===== config.mk =====
export PLATFORM = sky130hd
export DESIGN_NAME = dac_i2s_tx
export DESIGN_NICKNAME = d
export VERILOG_FILES = /design/src/rtl/dac_pkg.sv /design/src/rtl/dac_i2s_tx_bck_gen.sv /design/src/rtl/dac_i2s_tx.sv
export SDC_FILE = /design/constraint.sdc
export NUM_CORES = 1
export LEC_CHECK = 0
export ABC_AREA = 0
export BUFFER_PORTS_ARGS = -buffer_cell sky130_fd_sc_hd__clkbuf_2
export CELL_PAD_IN_SITES_DETAIL_PLACEMENT = 2
export CELL_PAD_IN_SITES_GLOBAL_PLACEMENT = 2
export CORE_MARGIN = 4
export CORE_UTILIZATION = 36
export DETAILED_ROUTE_END_ITERATION = 10
export GPL_ROUTABILITY_DRIVEN = 0
export PLACE_DENSITY = 0.81
export SYNTH_ARGS = -nofsm -noshare
export SYNTH_HDL_FRONTEND = slang
export SYNTH_HIERARCHICAL = 1
export SYNTH_SLANG_ARGS = --single-unit
export TNS_END_PERCENT = 20

===== constraint.sdc =====
create_clock -name fpga_gclk -period 3.3 [get_ports fpga_gclk]
set_input_delay 0.66 -clock fpga_gclk [delete_from_list [all_inputs] [get_ports fpga_gclk]]
set_output_delay 0.66 -clock fpga_gclk [all_outputs]
set_load 0.01 [all_outputs]

===== src/rtl/dac_pkg.sv =====
// -----------------------------------------------------------------------------
// dac_pkg
// Shared definitions for the I2S / left-justified DAC transmit driver.
//   - serial format codes (I2S, left-justified)
//   - LRCK level that marks the left channel in each format
//   - serial-interface state encoding
//   - helper returning the left-channel LRCK level for a format
// -----------------------------------------------------------------------------
package dac_pkg;

    localparam logic FMT_I2S = 1'b0;
    localparam logic FMT_LJ  = 1'b1;

    // LRCK level that identifies the left channel
    localparam logic LRCK_LEFT_I2S = 1'b0;
    localparam logic LRCK_LEFT_LJ  = 1'b1;

    // IDLE covers both "disabled" and "enabled, waiting for the first fall event"
    typedef enum logic {
        IDLE = 1'b0,
        RUN  = 1'b1
    } state_e;

    function automatic logic lrck_left_level(input logic fmt);
        logic lvl;
        case (fmt)
            FMT_LJ:  lvl = LRCK_LEFT_LJ;
            default: lvl = LRCK_LEFT_I2S;
        endcase
        return lvl;
    endfunction

endpackage


===== src/rtl/dac_i2s_tx_bck_gen.sv =====
// -----------------------------------------------------------------------------
// i2s_bck_gen
// Bit-clock and word-clock generator driven by clock enables on clk_i.
// Ports:
//   clk_i        system clock
//   reset_i      synchronous active-high reset
//   enable_i     run (1) / idle and clear (0)
//   bck_o        registered bit clock
//   lrck_o       registered word clock
//   fall_evt_o   strobe: this cycle's edge takes BCK from 1 to 0
//   slot_start_o strobe: this fall event begins a new channel slot
//   left_o       qualifies slot_start_o: the slot being started is left
// -----------------------------------------------------------------------------
module i2s_bck_gen
    import dac_pkg::*;
#(
    parameter int   SLOT_BITS = 32,
    parameter int   BCK_DIV   = 2,
    parameter logic LEFT_LVL  = 1'b0
) (
    input  logic clk_i,
    input  logic reset_i,
    input  logic enable_i,
    output logic bck_o,
    output logic lrck_o,
    output logic fall_evt_o,
    output logic slot_start_o,
    output logic left_o
);

    localparam int DIV_W = (BCK_DIV   > 1) ? $clog2(BCK_DIV)   : 1;
    localparam int BIT_W = (SLOT_BITS > 1) ? $clog2(SLOT_BITS) : 1;
    localparam logic [DIV_W-1:0] DIV_LAST = DIV_W'(BCK_DIV - 1);
    localparam logic [BIT_W-1:0] BIT_LAST = BIT_W'(SLOT_BITS - 1);

    state_e           state_q;
    logic [DIV_W-1:0] div_cnt_q;
    logic [BIT_W-1:0] bit_cnt_q;
    logic             bck_q;
    logic             ch_q;      // 0 = left slot on the line, 1 = right
    logic             lrck_q;

    logic div_tc_s;
    logic fall_evt_s;
    logic slot_start_s;
    logic left_s;

    // Event strobes decoded from the current counter state
    always_comb begin
        div_tc_s     = (div_cnt_q == DIV_LAST);
        fall_evt_s   = enable_i & ~reset_i & div_tc_s & bck_q;
        // The first fall event after enable always opens a left slot
        slot_start_s = fall_evt_s & ((state_q == IDLE) | (bit_cnt_q == BIT_LAST));
        left_s       = (state_q == IDLE) | ch_q;
    end

    // Divider, bit counter, channel and word-clock registers
    always_ff @(posedge clk_i) begin
        if (reset_i || !enable_i) begin
            state_q   <= IDLE;
            div_cnt_q <= '0;
            bit_cnt_q <= '0;
            bck_q     <= 1'b0;
            ch_q      <= 1'b0;
            lrck_q    <= ~LEFT_LVL;
        end else begin
            if (div_tc_s) begin
                div_cnt_q <= '0;
                bck_q     <= ~bck_q;
            end else begin
                div_cnt_q <= div_cnt_q + DIV_W'(1);
            end
            if (slot_start_s) begin
                state_q   <= RUN;
                bit_cnt_q <= '0;
                ch_q      <= ~left_s;
                lrck_q    <= left_s ? LEFT_LVL : ~LEFT_LVL;
            end else if (fall_evt_s) begin
                bit_cnt_q <= bit_cnt_q + BIT_W'(1);
            end
        end
    end

    assign bck_o        = bck_q;
    assign lrck_o       = lrck_q;
    assign fall_evt_o   = fall_evt_s;
    assign slot_start_o = slot_start_s;
    assign left_o       = left_s;

endmodule


===== src/rtl/dac_i2s_tx.sv =====
// -----------------------------------------------------------------------------
// dac_i2s_tx
// Audio DAC transmit driver: accepts stereo samples over valid/ready and
// serializes them MSB first on SDATA as I2S (FMT=0) or left-justified (FMT=1).
// Ports:
//   fpga_gclk    system clock, all logic on its rising edge
//   reset        synchronous active-high reset
//   enable       1 = run serial interface, 0 = idle and flush
//   s_left/right sample pair, two's complement
//   s_valid      sample pair valid
//   s_ready      holding register empty (registered)
//   BCK, LRCK    bit clock and word clock (registered)
//   SDATA        serial data (registered)
//   frame_start  one-cycle pulse at the start of the left slot
//   underrun     sticky: a frame was loaded with no sample available
// -----------------------------------------------------------------------------
module dac_i2s_tx
    import dac_pkg::*;
#(
    parameter int DATA_W    = 24,
    parameter int SLOT_BITS = 32,
    parameter int BCK_DIV   = 2,
    parameter int FMT       = 0
) (
    input  logic              fpga_gclk,
    input  logic              reset,
    input  logic              enable,
    input  logic [DATA_W-1:0] s_left,
    input  logic [DATA_W-1:0] s_right,
    input  logic              s_valid,
    output logic              s_ready,
    output logic              BCK,
    output logic              LRCK,
    output logic              SDATA,
    output logic              frame_start,
    output logic              underrun
);

    localparam logic FMT_BIT  = (FMT == 1) ? FMT_LJ : FMT_I2S;
    localparam logic LEFT_LVL = lrck_left_level(FMT_BIT);

    // Left-align a sample in its slot; trailing slot bits are zero
    function automatic logic [SLOT_BITS-1:0] pad_slot(input logic [DATA_W-1:0] smp);
        return SLOT_BITS'(smp) << (SLOT_BITS - DATA_W);
    endfunction

    logic fall_evt_s;
    logic slot_start_s;
    logic left_s;
    logic load_s;
    logic accept_s;
    logic line_bit_s;
    logic [SLOT_BITS-1:0] slot_l_s;

    logic                 hold_full_q, hold_full_d;
    logic [DATA_W-1:0]    hold_l_q,    hold_l_d;
    logic [DATA_W-1:0]    hold_r_q,    hold_r_d;
    logic [SLOT_BITS-1:0] sh_q,        sh_d;
    logic [SLOT_BITS-1:0] right_q,     right_d;
    logic                 dly_q,       dly_d;
    logic                 sdata_q,     sdata_d;
    logic                 ready_q,     ready_d;
    logic                 fs_q,        fs_d;
    logic                 urun_q,      urun_d;

    i2s_bck_gen #(
        .SLOT_BITS (SLOT_BITS),
        .BCK_DIV   (BCK_DIV),
        .LEFT_LVL  (LEFT_LVL)
    ) u_bck_gen (
        .clk_i        (fpga_gclk),
        .reset_i      (reset),
        .enable_i     (enable),
        .bck_o        (BCK),
        .lrck_o       (LRCK),
        .fall_evt_o   (fall_evt_s),
        .slot_start_o (slot_start_s),
        .left_o       (left_s)
    );

    // Handshake, holding register, slot shifters and serial data next state
    always_comb begin
        accept_s    = s_valid & ready_q;
        load_s      = slot_start_s & left_s;
        hold_full_d = hold_full_q;
        hold_l_d    = hold_l_q;
        hold_r_d    = hold_r_q;
        sh_d        = sh_q;
        right_d     = right_q;
        dly_d       = dly_q;
        sdata_d     = sdata_q;
        urun_d      = urun_q;
        fs_d        = 1'b0;
        line_bit_s  = 1'b0;
        slot_l_s    = '0;

        // The load reads the pre-accept holding state; no bypass
        if (load_s) begin
            if (hold_full_q) begin
                slot_l_s = pad_slot(hold_l_q);
                right_d  = pad_slot(hold_r_q);
            end else begin
                slot_l_s = '0;
                right_d  = '0;
                urun_d   = 1'b1;
            end
            hold_full_d = 1'b0;
            fs_d        = 1'b1;
        end else begin
            slot_l_s = '0;
        end

        if (accept_s) begin
            hold_full_d = 1'b1;
            hold_l_d    = s_left;
            hold_r_d    = s_right;
        end else begin
            hold_full_d = hold_full_d;
        end

        if (fall_evt_s) begin
            if (load_s) begin
                line_bit_s = slot_l_s[SLOT_BITS-1];
                sh_d       = {slot_l_s[SLOT_BITS-2:0], 1'b0};
            end else if (slot_start_s) begin
                line_bit_s = right_q[SLOT_BITS-1];
                sh_d       = {right_q[SLOT_BITS-2:0], 1'b0};
            end else begin
                line_bit_s = sh_q[SLOT_BITS-1];
                sh_d       = {sh_q[SLOT_BITS-2:0], 1'b0};
            end
            dly_d = line_bit_s;
            // I2S puts the MSB one BCK after the LRCK edge via dly_q
            if (FMT_BIT == FMT_LJ) begin
                sdata_d = line_bit_s;
            end else begin
                sdata_d = dly_q;
            end
        end else begin
            line_bit_s = 1'b0;
        end

        ready_d = enable & ~hold_full_d;
    end

    // State registers; disable clears everything including underrun
    always_ff @(posedge fpga_gclk) begin
        if (reset || !enable) begin
            hold_full_q <= 1'b0;
            hold_l_q    <= '0;
            hold_r_q    <= '0;
            sh_q        <= '0;
            right_q     <= '0;
            dly_q       <= 1'b0;
            sdata_q     <= 1'b0;
            ready_q     <= 1'b0;
            fs_q        <= 1'b0;
            urun_q      <= 1'b0;
        end else begin
            hold_full_q <= hold_full_d;
            hold_l_q    <= hold_l_d;
            hold_r_q    <= hold_r_d;
            sh_q        <= sh_d;
            right_q     <= right_d;
            dly_q       <= dly_d;
            sdata_q     <= sdata_d;
            ready_q     <= ready_d;
            fs_q        <= fs_d;
            urun_q      <= urun_d;
        end
    end

    assign s_ready     = ready_q;
    assign SDATA       = sdata_q;
    assign frame_start = fs_q;
    assign underrun    = urun_q;

endmodule


**Word-level counts from Yosys, hierarchy flattened**

Cells that the tools add are included.

- Word-level logic and storage cells: 49
- Input port bits: 52
- Register bits: 128

- Muxes and demuxes: 10
- Reduce and logical (&&, ||, !) cells: 5
- Eq/ne operators: 1
- Add/sub/neg operators: 2
- Bitwise logic cells: 15

Operators with widths:

| kind | number |
|---|---|
| 2-to-1 mux 32 bit | 4 |
| AND 1 bit | 7 |
| 2-to-1 mux 1 bit | 6 |
| NOT 1 bit | 6 |
| adder 5 x 1 -> 5 bit (second input constant) | 1 |
| equality test 5 bit (second input constant) | 1 |
| OR reduction 2 bit | 2 |
| bitwise OR 1 bit | 2 |
| AND reduction 2 bit | 1 |
| adder 1 bit (second input constant) | 1 |
| logical NOT 1 bit | 1 |
| logical OR 1 bit | 1 |

**Depth between registers and ports, before layout**

- Word-level depth: 10
- Gate-level depth with buffers: 11
- Gate-level depth less buffers: 9

**Modules after synthesis**

The synthesis kept the hierarchy.

By module, submodules not included:

| module | area each (um2) | cells each | sequential area each (um2) | times used |
|---|---|---|---|---|
| dac_i2s_tx | 3,943.8 | 495 | 2,021.9 | 1 |
| i2s_bck_gen | 431.7 | 48 | 200.2 | 1 |

**Worst setup path before layout**

No wires, ideal clock.

- Path kind: register to register
- From: register u_bck_gen.bit_cnt_q[0]
- To: register sh_q[11]
- Library setup time: 137 ps
- Clock period less this slack: 1,907 ps
- Path buffers: 2
- Required time: 3,163 ps
- Stages on the path, launching flop included: 12
- Arrival: 1,770 ps
- Setup slack: 1,393 ps
- Cell sequence: dfxtp_1 ha_1 and3_1 ha_1 nor2b_1 nand2b_1 inv_1 and3_1 buf_4 buf_6 nand2_1 a31oi_1

- Word-level cells in the longest chain between the ends: 5

RTL lines:

| what | line | RTL |
|---|---|---|
| start: declaration | dac_i2s_tx_bck_gen.sv:38 | `logic [BIT_W-1:0] bit_cnt_q;` |
| start signal: assignment | dac_i2s_tx_bck_gen.sv:79 | `bit_cnt_q <= bit_cnt_q + BIT_W'(1);` |
| equality test 5 bit (*) | dac_i2s_tx_bck_gen.sv:53 | `slot_start_s = fall_evt_s & ((state_q == IDLE) \| (bit_cnt_q == BIT_LAST));` |
| bitwise OR 1 bit (*) | dac_i2s_tx_bck_gen.sv:53 |  |
| AND 1 bit (*) | dac_i2s_tx_bck_gen.sv:53 |  |
| via slot_start_s | dac_i2s_tx.sv:48 | `logic slot_start_s;` |
| 2-to-1 mux 32 bit or AND 1 bit (tied branches) | dac_i2s_tx.sv:125, dac_i2s_tx.sv:84 |  |
| 2-to-1 mux 32 bit (*) | dac_i2s_tx.sv:122 | `if (load_s) begin` |
| end signal: assignment | dac_i2s_tx.sv:152 | `sh_q <= '0;` |
| end signal: assignment | dac_i2s_tx.sv:163 | `sh_q <= sh_d;` |
| end: declaration | dac_i2s_tx.sv:58 | `logic [SLOT_BITS-1:0] sh_q, sh_d;` |

Mark *: on every way through the listed nets, which the timed path passes. The rest lies on a longest branch.
A chain may end at the register's enable or synchronous reset.

**Worst setup path in the final report**

- From: register u_bck_gen.bit_cnt_q[0]
- To: register sh_q[10]

The elaborated chain is that of the path after synthesis.

==> reports/metrics.cfg <==
[logic_synthesis]
ys_types = 32
yosysWarnings = 6
syn_avg_cell_area_um2 = 8.06
syn_nets = 597
ys_seq_elements = 111
syn-instance-count = 543
synthesis.area_um2 = 4380
synth_seq_area_share_pct = 50.8

[drt]
post_drt_wl_per_cell_um = 17.5
viasPerCell = 5.29
vias = 3852
firstDrtPassIters = 4
drt-total-wl_um = 12800
drc = 0
drt_iter0_markers = 177
ant_nets = 0

[sta]
drv_slew = 0
post-route-min-period_ns = 2.70
fin_worst_skew_ns = 0.00795
rsz0062_at_grt = false
finalSetupViolCount = 0
fmax_mhz = 371
worst_pin_slew_ns = 0.917
timing.slew.headroom_pct = 38.9
hold_viol_final = 0
fin_crit_sh_pct = 81.7
whs_ns = 0.460
tns_ns = 0

[grt]
grt_pass1_vias = 4226
grt_usage_pct = 19.1
grt_pass1_wl_um = 21600
antenna_found_initial = 0
grt_remaining_overflow = 0
grt_max_degree = 53

[placed_design]
dpl-instance-area_um2 = 4680
port-buffer-count = 57
dp.cells = 712
dp_hpwl_um = 8340

[cts]
cts_buffers = 9
clkTransAtPathRegs_ns = 0.07
clock_latency_ns = 0.36
post_cts_resized = 0
postCtsSetupBuffers = 0
root_buffer = clkbuf_16
cts_tree = done
htree_num_levels = 3
cts_sinks = 111
clk_path_buf_depth = 2
cts-hold-fix-buffers = 0

[worst_setup_path]
required_ns = 3.57
crit_chain = ha_1 > and3_1 > ha_1 > nor2b_1 > nand2b_1 > inv_1 > buf_4 > nor2b_4 > a21oi_1 > a31oi_1
crit_fanout = 33
slowest_stage = nor2b_4
r2r_slack_ns = 0.60
r2r_cells = 10
r2r_start = u_bck_gen/bit_cnt_q[0]
startpoint = u_bck_gen/bit_cnt_q[0]
cp-start-kind = flip-flop
worst_ep_arrival_time_ns = 2.97
r2r_end = sh_q[10]
endpoint_kind = flip-flop
path_class = flip-flop to flip-flop
crit_top_cell = ha_1
slowest_delay_ns = 0.59

[worst_hold_path]
holdCritStartpoint = hold_r_q[5]
hold_depth = 2
hp-class = flip-flop to flip-flop
holdPathEnd = hold_r_q[5]

[power]
seq_power_share_pct = 48.3
ir_worst_vdd_mv = 0.205
p_sw_mw = 0.578
leakage_nw = 1.79
clkPwrFrac_pct = 48.1
p_int_mw = 2.23
p_comb_share_pct = 3.6
p_per_area_nw_per_um2 = 555
switching_share_pct = 20.6

[job]
maxCapViolCount = 0

[die]
die_x_um = 118
start_util_pct = 36.6
dieArea_um2 = 14000
placementRows = 40
core_um2 = 12000
ios = 58
die_y_um = 118

[cells_and_area]
layout_common_cells = nand2_1, dfxtp_1, a21oi_1
final_nets = 630
num_antenna_cells = 0
final_common_cell = nand2_1
num-fill-cells = 1362
synthToLayoutAreaGrowth_pct = 15.6
final_util_pct = 42.3
layout-drive-gt1-share_pct = 15.3
fin_cells = 728
final_area_um2 = 5060

[status]
status = completed

-- flip-flops by register name, indices dropped and copies added, names as in the netlist, 5 cells and up --
register,flops
hold_l_q,24
hold_r_q,24
right_q,24
sh_q,23
u_bck_gen/bit_cnt_q,5
-- routing by layer --
layer	GRT usage (%)	vias up	part of all wire, %	wire length, um
met5	0	-	0	0
met4	6.59	0	1.4	180
met3	3.49	11	2.5	320
met2	33.9	48	51	6550
met1	23.2	1884	45	5710
li1	-	1909	-	-
-- cell families after synthesis --
logic type,share of synthesized area (%)
xor+xnor,0.400
simple gates,23.7
buf+inv,5.63
fa+ha+maj,0.572
flops,50.8
mux,0.458
compound gates,18.5
-- power by group through the flow --
stage | Combinational (mW) | Sequential, mW | Clock, mW
3_5_place_dp | 0.103 | 1.39 | 0
4_1_cts | 0.103 | 1.36 | 1.38
5_1_grt | 0.113 | 1.36 | 1.45
6_report | 0.100 | 1.36 | 1.35
3_3_place_gp | 0.0979 | 1.39 | 0
2_1_floorplan | 0.0537 | 1.39 | 0
-- worst max-delay path, delay by kind of cell, from the launching register on --
family	cells	cell delay, ns
AND/OR/NAND/NOR	4	1.01
AO/OA/AOI/OAI	2	0.41
adder cells (fa/ha/maj)	2	0.35
buffers and inverters	2	0.45
flip-flops	1	0.38
-- Yosys cell counts --
cell      instances  area [um2]
inv_1             3        11.3
nand4_1          24         150
a31o_2            1        8.76
o21ai_0          26         130
ha_1              2        25.0
inv_2             1        3.75
nand4b_4          1        23.8
or3_1             2        12.5
a31oi_1          23         144
buf_1             1        3.75
and2b_2           1        8.76
o21a_1            1        7.51
clkbuf_1         14        52.6
mux2i_1           2        20.0
a21oi_1         100         500
nand3_1           2        10.0
nand2_2           1        6.26
nor2b_1          25         156
and3_1            2        12.5
buf_6             2        22.5
nand2_1         151         567
xnor2_1           2        17.5
a311oi_1          1        8.76
a211o_1           1        8.76
nand2b_1          5        31.3
dfxtp_1         111        2220
buf_2            20         100
buf_4             7        52.6
and2_1            2        12.5
nor2b_4           1        13.8
nor2_1            7        26.3
nor3_1            1        5.00
-- metrics by stage --
stage / power, mW / worst slack, ns
floorplan: 1.44 / 1.39
global placement: 1.49 / 0.714
detailed placement: 1.49 / 0.561
CTS: 2.84 / 0.550
global route: 2.92 / 0.358
finish: 2.81 / 0.604
-- cell type report --
| class | count | area [um2] | area share, % |
|---|---|---|---|
| clock inverters | 5 | 129 | 2.55 |
| clock buffers | 11 | 243 | 4.80 |
| well taps | 147 | 184 | 3.64 |
| repair buffers | 66 | 353 | 6.98 |
| multi-input cells | 384 | 1910 | 37.8 |
| flip-flops and latches | 111 | 2220 | 43.9 |
| inverters | 4 | 15.0 | 0.297 |
-- worst max path at each step --
stage | endpoint | slack (ns) | cells after the start
2_1_floorplan | sh_q[11] | 1.39 | 11
3_3_place_gp | sh_q[21] | 0.71 | 9
3_5_place_dp | sh_q[10] | 0.56 | 9
4_1_cts | sh_q[10] | 0.55 | 10
5_1_grt | sh_q[10] | 0.36 | 10
6_report | sh_q[10] | 0.60 | 10
Note: power is estimated with default switching activity, not from simulation.
